## config.mk

```make
export PLATFORM = sky130hd
export DESIGN_NAME = alu_result_queue
export DESIGN_NICKNAME = d
export VERILOG_FILES = /design/src/rtl/alu_result_queue.sv
export SDC_FILE = /design/constraint.sdc
export NUM_CORES = 1
export LEC_CHECK = 0
export CAP_MARGIN = 20
export CORE_MARGIN = 8
export CORE_UTILIZATION = 40
export CTS_BUF_LIST = sky130_fd_sc_hd__clkbuf_8
export DETAILED_ROUTE_END_ITERATION = 8
export PLACE_DENSITY = 0.59
export SLEW_MARGIN = 40
export SYNTH_ARGS = -nofsm -noshare
export SYNTH_HDL_FRONTEND = slang
export SYNTH_SLANG_ARGS = --single-unit
```

## constraint.sdc

```tcl
create_clock -name clk -period 2.66 [get_ports clk]
set_input_delay 0.399 -clock clk [delete_from_list [all_inputs] [get_ports clk]]
set_output_delay 0.399 -clock clk [all_outputs]
set_load 0.02 [all_outputs]
```

## src/rtl/alu_result_queue.sv

```systemverilog
// ---------------------------------------------------------------------------
// alu_result_queue
//
// Registered result stage behind the 32-bit ALU. Each accepted ALU result is
// stored with its destination tag and status flags {cout,o,n,z} in a small
// FIFO. The FIFO head is offered to writeback/branch logic over valid/ready.
// The block also keeps the flags of the last popped entry (cflags) and a
// sticky overflow bit for the control unit.
//
// Ports
//   clk, rst              single clock, synchronous active-high reset
//   in_valid / in_ready   upstream handshake (in_ready = !full && !rst)
//   in_result, in_tag     ALU result and destination tag
//   in_cout/o/n/z         ALU status flags
//   out_valid / out_ready downstream handshake (out_valid = non-empty)
//   out_result/tag/flags  head entry, forced to 0 when empty
//   count                 occupancy, 0..DEPTH
//   cflags                flags {cout,o,n,z} of the most recently popped entry
//   sticky_o              set by any accepted entry with o=1
//   clr_sticky            clears sticky_o (a coincident o=1 push wins)
// ---------------------------------------------------------------------------
module alu_result_queue #(
    parameter int DATA_W = 32,
    parameter int TAG_W  = 5,
    parameter int DEPTH  = 4
) (
    input  logic                       clk,
    input  logic                       rst,
    input  logic                       in_valid,
    output logic                       in_ready,
    input  logic [DATA_W-1:0]          in_result,
    input  logic [TAG_W-1:0]           in_tag,
    input  logic                       in_cout,
    input  logic                       in_o,
    input  logic                       in_n,
    input  logic                       in_z,
    output logic                       out_valid,
    input  logic                       out_ready,
    output logic [DATA_W-1:0]          out_result,
    output logic [TAG_W-1:0]           out_tag,
    output logic [3:0]                 out_flags,
    output logic [$clog2(DEPTH):0]     count,
    output logic [3:0]                 cflags,
    output logic                       sticky_o,
    input  logic                       clr_sticky
);

    localparam int PTR_W = $clog2(DEPTH);
    localparam int CNT_W = PTR_W + 1;

    typedef struct packed {
        logic [DATA_W-1:0] result;
        logic [TAG_W-1:0]  tag;
        logic [3:0]        flags;
    } entry_t;

    entry_t             mem_q [DEPTH];
    logic [PTR_W-1:0]   wptr_q, wptr_d;
    logic [PTR_W-1:0]   rptr_q, rptr_d;
    logic [CNT_W-1:0]   count_q, count_d;
    logic [3:0]         cflags_q, cflags_d;
    logic               sticky_q, sticky_d;

    logic               full;
    logic               empty;
    logic               push;
    logic               pop;
    entry_t             head;
    entry_t             wr_entry;

    // Handshake status comes only from registered occupancy (plus rst), so
    // there is no path from in_valid to out_valid or out_ready to in_ready.
    assign full      = (count_q == CNT_W'(DEPTH));
    assign empty     = (count_q == '0);
    assign in_ready  = !full && !rst;
    assign out_valid = !empty && !rst;

    assign push = in_valid && in_ready;
    assign pop  = out_valid && out_ready;

    assign head     = mem_q[rptr_q];
    assign wr_entry = '{result: in_result, tag: in_tag,
                        flags: {in_cout, in_o, in_n, in_z}};

    // Storage contents are never reset; the gating below keeps the outputs
    // deterministic while the queue is empty or in reset.
    assign out_result = out_valid ? head.result : '0;
    assign out_tag    = out_valid ? head.tag    : '0;
    assign out_flags  = out_valid ? head.flags  : '0;

    assign count    = count_q;
    assign cflags   = cflags_q;
    assign sticky_o = sticky_q;

    always_comb begin
        wptr_d   = wptr_q;
        rptr_d   = rptr_q;
        count_d  = count_q;
        cflags_d = cflags_q;
        sticky_d = sticky_q;

        if (push) begin
            wptr_d = wptr_q + PTR_W'(1);
        end
        if (pop) begin
            rptr_d   = rptr_q + PTR_W'(1);
            cflags_d = head.flags;
        end

        unique case ({push, pop})
            2'b10:   count_d = count_q + CNT_W'(1);
            2'b01:   count_d = count_q - CNT_W'(1);
            default: count_d = count_q;
        endcase

        // Set has priority over clear.
        if (push && in_o) begin
            sticky_d = 1'b1;
        end else if (clr_sticky) begin
            sticky_d = 1'b0;
        end
    end

    always_ff @(posedge clk) begin
        if (rst) begin
            wptr_q   <= '0;
            rptr_q   <= '0;
            count_q  <= '0;
            cflags_q <= '0;
            sticky_q <= 1'b0;
        end else begin
            wptr_q   <= wptr_d;
            rptr_q   <= rptr_d;
            count_q  <= count_d;
            cflags_q <= cflags_d;
            sticky_q <= sticky_d;
        end
    end

    always_ff @(posedge clk) begin
        if (push) begin
            mem_q[wptr_q] <= wr_entry;
        end
    end

endmodule

```

=== Word-level counts from Yosys, hierarchy flattened ===
Memory sizes are Yosys's and may differ from the RTL's. A register that Yosys moved wholly into a read port is not among the register bits.
Index checks and enable logic that the tools add are counted.

* Bits in writable memories: 164
* Output and inout bits: 51
* Memories: 1
* Input bits: 46
* Word-level logic and storage cells: 34
* Register bits: 12

{| class="wikitable"
|+ Memory list
! memory !! depth !! width !! rd ports !! clocked after memory_dff !! write ports !! line !! text
|-
| mem_q || 4 || 41 || 1 || 1 || 1 || 57 || <nowiki>entry_t mem_q [DEPTH];</nowiki>
|}

* Reductions and logical operators: 11
* Eq/ne operators: 3
* $add $sub $neg: 4
* Muxes and demuxes: 10

{| class="wikitable"
|+ Operator list
! cell !! count
|-
| $mux 32 || 1
|-
| $pmux 3 s2 || 1
|-
| $logic_and 1x1->1 || 5
|-
| $mux 5 || 1
|-
| $add 2x1->2 const B || 2
|-
| $mux 1 || 4
|-
| $mux 2 || 2
|-
| $mux 4 || 1
|-
| $reduce_bool 2->1 || 2
|-
| $add 3x1->3 const B || 1
|-
| $eq 3x3->1 const B || 1
|-
| $logic_not 1->1 || 3
|-
| $logic_not 3->1 || 1
|-
| $sub 3x1->3 const B || 1
|-
| $eq 2x1->1 const B || 1
|-
| $eq 2x2->1 const B || 1
|}

=== Longest topological paths before layout ===
Gate-level depths: netlist of run 1.

* Depth after elaboration: 6
* Gate-level depth with buffers: 9
* Depth with buffers taken out: 9

=== Worst setup path after synthesis of run 1 ===
No wires, ideal clock.

* Path type: register to register
* From: register count_q[0] (netlist: count[0])
* To: memory mem_q[1][0] in the netlist's numbering (enable)
* Path buffers: 0
* Library setup time: 0.402 ns
* Setup slack: 0.224 ns
* Arrival: 2.033 ns
* Stages on the path, launching flop included: 4
* Required time: 2.258 ns
* Cells stage by stage: dfxtp_1 > nor3b_1 > nor3b_2 > and2_1

* Word-level cells in the longest chain between the ends: 6

{| class="wikitable"
|+ RTL lines
! what !! line !! text
|-
| start, declared || 60 || <nowiki>logic [CNT_W-1:0] count_q, count_d;</nowiki>
|-
| start signal, assigned || 134 || <nowiki>count_q <= count_d;</nowiki>
|-
| $eq 3x3->1 || 73 || <nowiki>assign full = (count_q == CNT_W'(DEPTH));</nowiki>
|-
| $logic_not 1->1 || 75 || <nowiki>assign in_ready = !full && !rst;</nowiki>
|-
| $logic_and 1x1->1 || 75 ||
|-
| $logic_and 1x1->1 || 78 || <nowiki>assign push = in_valid && in_ready;</nowiki>
|-
| $mux 1 || 141 || <nowiki>if (push) begin</nowiki>
|-
| $mux 1 (implied by the code) || 142 || <nowiki>mem_q[wptr_q] <= wr_entry;</nowiki>
|-
| end, declared || 57 ||
|}

No other way between the ends.

==> metrics.csv, run 1 <==
metric,value,unit
utilization after layout,0.501,
DRT Pass-1 Iters,7,
#FFs+latches synth,178,
P&R area growth vs syn,24.1,%
hold bufs inserted after CTS,0,
initial antenna violation count,0,
post-synthesis sequential area ratio,0.756,
Routed WL per cell,20.4,µm
grt ovf,0,
GR Layer Usage met2,0.230,
Inserted Diodes,0,
Synth cell types,27,
CTS tree,built,
Max Fanout on Critical Path,14,
clk_lat worst skew,0.44,ns
status,"complete, no violations",
setup TNS,0,ns
layout cells sized above 1,0.200,
clk buf depth,2,
crit path capture type,primary output,
gpl congestion,0.715,
largest net degree at the start of global routing,47,
hpwl dp,8780,µm
Yosys warnings,0,
met1 Track Usage GR,0.158,
Total Routed Length,14100,µm
maximum VDD drop,308,µV
Initial Util,0.404,
Mapped Cells,341,
Final Hold Viols,0,
drc violations,0,
max cap viols,0,
Cells after DPL,661,
f_max,0.390,GHz
num ports,97,
Clock Sinks,178,
Rel. slew slack,0.750,
"area leader, netlist",edfxtp_1,
Core Box Area,17100,µm²
die width,147,µm
Final Max Tran Viols,0,
total vias in the final route,3568,
busiest grt layer,met2,
WS Path Type,reg -> out,
Critical Path RT,2.26,ns
# rows,48,
"top cells by area, synth","edfxtp_1 (71%), mux4_2 (13%), dfxtp_1 (4.1%)",
Syn Nets,393,
Final Instance Area,8550,µm²
Die H,147,µm
mean post-synth cell area,20.2,µm²
CTS clock-pin slew for the worst setup and hold paths,0.08,ns
startpoint type of the worst setup path,flip-flop,
post-layout min period,2.57,ns
Post-Syn Area,6890,µm²
Non-Filler Instances,694,
PwrDens,629,nW/µm²
TritonCTS buffer count,17,
Worst Tran Pin Value,0.374,ns
ANT nets after route,0,
fin crit share,0.964,
Placed Instance Area,8260,µm²
post-route clock skew,0.00579,ns
Filler cells,1442,
Starting DRT DRC Count,145,
fin nets,510,
min-delay worst type,reg -> reg,
setup violators final,0,
# port buffers,96,
arrival time of the worst setup path,2.17,ns
clk root buf,clkbuf_8,
H-tree lvl count,4,
Final Power,5380,µW
GRT met3 Usage,0.0372,
Pleak,0.00305,µW
Die Area,21700,µm²
post-synth top area share,0.715,
RSZ-0062 raised after global routing,yes,
GR Util All Layers,0.134,
vias in the first global route,3960,
first-pass GRT wire length,22000,µm
via/cell ratio,5.14,
-- placed cells by master, fill, tap and decap left out, types with 3 or more instances in the layout --
cell,netlist,final
dfxtp_1,14,12
inv_1,7,12
edfxtp_1,164,164
ha_1,5,5
mux4_2,41,41
clkdlybuf4s50_1,0,55
clkinv_2,0,3
dlygate4sd2_1,0,39
or3_1,3,3
buf_4,0,14
a21oi_1,8,8
and3_1,41,41
and2_2,0,4
clkbuf_8,0,17
o21ai_0,6,6
clkinv_1,0,3
buf_12,0,7
nand3_1,5,5
nor2_1,8,8
-- cell type report --
type / instances / area [µm²] / area share
clock inverters: 13 / 60.1 / 0.00703
clock buffers: 17 / 234 / 0.0274
repair buffers: 119 / 1200 / 0.140
inverters: 7 / 26.3 / 0.00307
well taps: 225 / 282 / 0.0329
flip-flops and latches: 178 / 5210 / 0.610
multi-input cells: 135 / 1540 / 0.180
-- logic make-up after synthesis --
logic type | count (synthesis) | synth area share
AOI/OAI and AO/OA | 15 | 0.0114
and+or+nand+nor | 68 | 0.0581
muxes | 44 | 0.139
xor gates and xnor gates | 2 | 0.00254
adders and majority gates | 6 | 0.0120
DFF | 178 | 0.756
buffers and inverters | 28 | 0.0216
-- power breakdown --
group | total [µW] | internal [µW] | switching [µW]
Combinational | 729 | 336 | 393
Clock | 1450 | 601 | 846
Sequential | 3200 | 3160 | 37.9
Total | 5380 | 4100 | 1280
-- critical path: stages (launching register included) --
cell             delay [ns]
dfxtp_4                0.46
buf_12                 0.21
mux4_2                 0.57
and3_1                 0.20
clkdlybuf4s15_1        0.28
-- registers in the layout, indices dropped and copies added (netlist names), named ones only --
signal    flops
count         3
sticky_o      1
mem_q       164
rptr_q        2
wptr_q        2
cflags        4
-- synthesized netlist by cell type --
master      n
edfxtp_1  164
and3_1     41
mux4_2     41
dfxtp_1    14
clkbuf_1   10
a21oi_1     8
nor2_1      8
inv_1       7
o21ai_0     6
buf_2       5
buf_6       5
ha_1        5
nand3_1     5
and2_1      4
or3_1       3
mux2i_1     2
nand2_1     2
xor2_1      2
a22o_1      1
buf_1       1
fa_1        1
mux2_2      1
nand2b_1    1
nor2b_1     1
nor3_1      1
nor3b_1     1
nor3b_2     1
-- routing by layer --
metal,routed length [µm],share of wire
met5,0,0
met4,202,0.014
met3,582,0.041
met2,7390,0.52
met1,5960,0.42
-- stage by stage --
| step | setup WS [ns] | hold WS, ns |
|---|---|---|
| 3_5_place_dp | 0.0310 | 0.437 |
| 6_report | 0.0945 | 0.451 |
| 2_1_floorplan | 0.224 | 0.427 |
| 5_1_grt | -0.00303 | 0.485 |
| 4_1_cts | 0.000928 | 0.454 |
| 3_3_place_gp | 0.139 | 0.438 |
-- final timing paths --
kind | startpoint | endpoint | slack, ns | cells past startpoint
setup / recovery | flip-flop | out_flags[3] | 0.09 | 4
hold / removal | rptr_q[1] | flip-flop | 0.45 | 1
hold reg to reg | rptr_q[1] | flip-flop | 0.45 | 1
setup reg to reg | count[2] | count[2] | 0.47 | 9
-- what timing repair did --
| item | 4_1_cts | 5_1_grt |
|---|---|---|
| gates resized for setup | 42 | 3 |
| setup endpoints to repair | 41 | 10 |
| setup buffers | 2 | 0 |
| gates cloned | 1 | 0 |
No activity file was read; power rests on OpenSTA's default activity.
==> inputs of run 2 (changes only) <==
--- a/config.mk
+++ b/config.mk
@@ -5,6 +5,7 @@
 export SDC_FILE = /design/constraint.sdc
 export NUM_CORES = 1
 export LEC_CHECK = 0
+export ABC_CLOCK_PERIOD_IN_PS = 2660
 export CAP_MARGIN = 20
 export CORE_MARGIN = 8
 export CORE_UTILIZATION = 40
==> results of run 2 <==
Same layout as run 1: the final DEF is identical, and so are final timing and power.
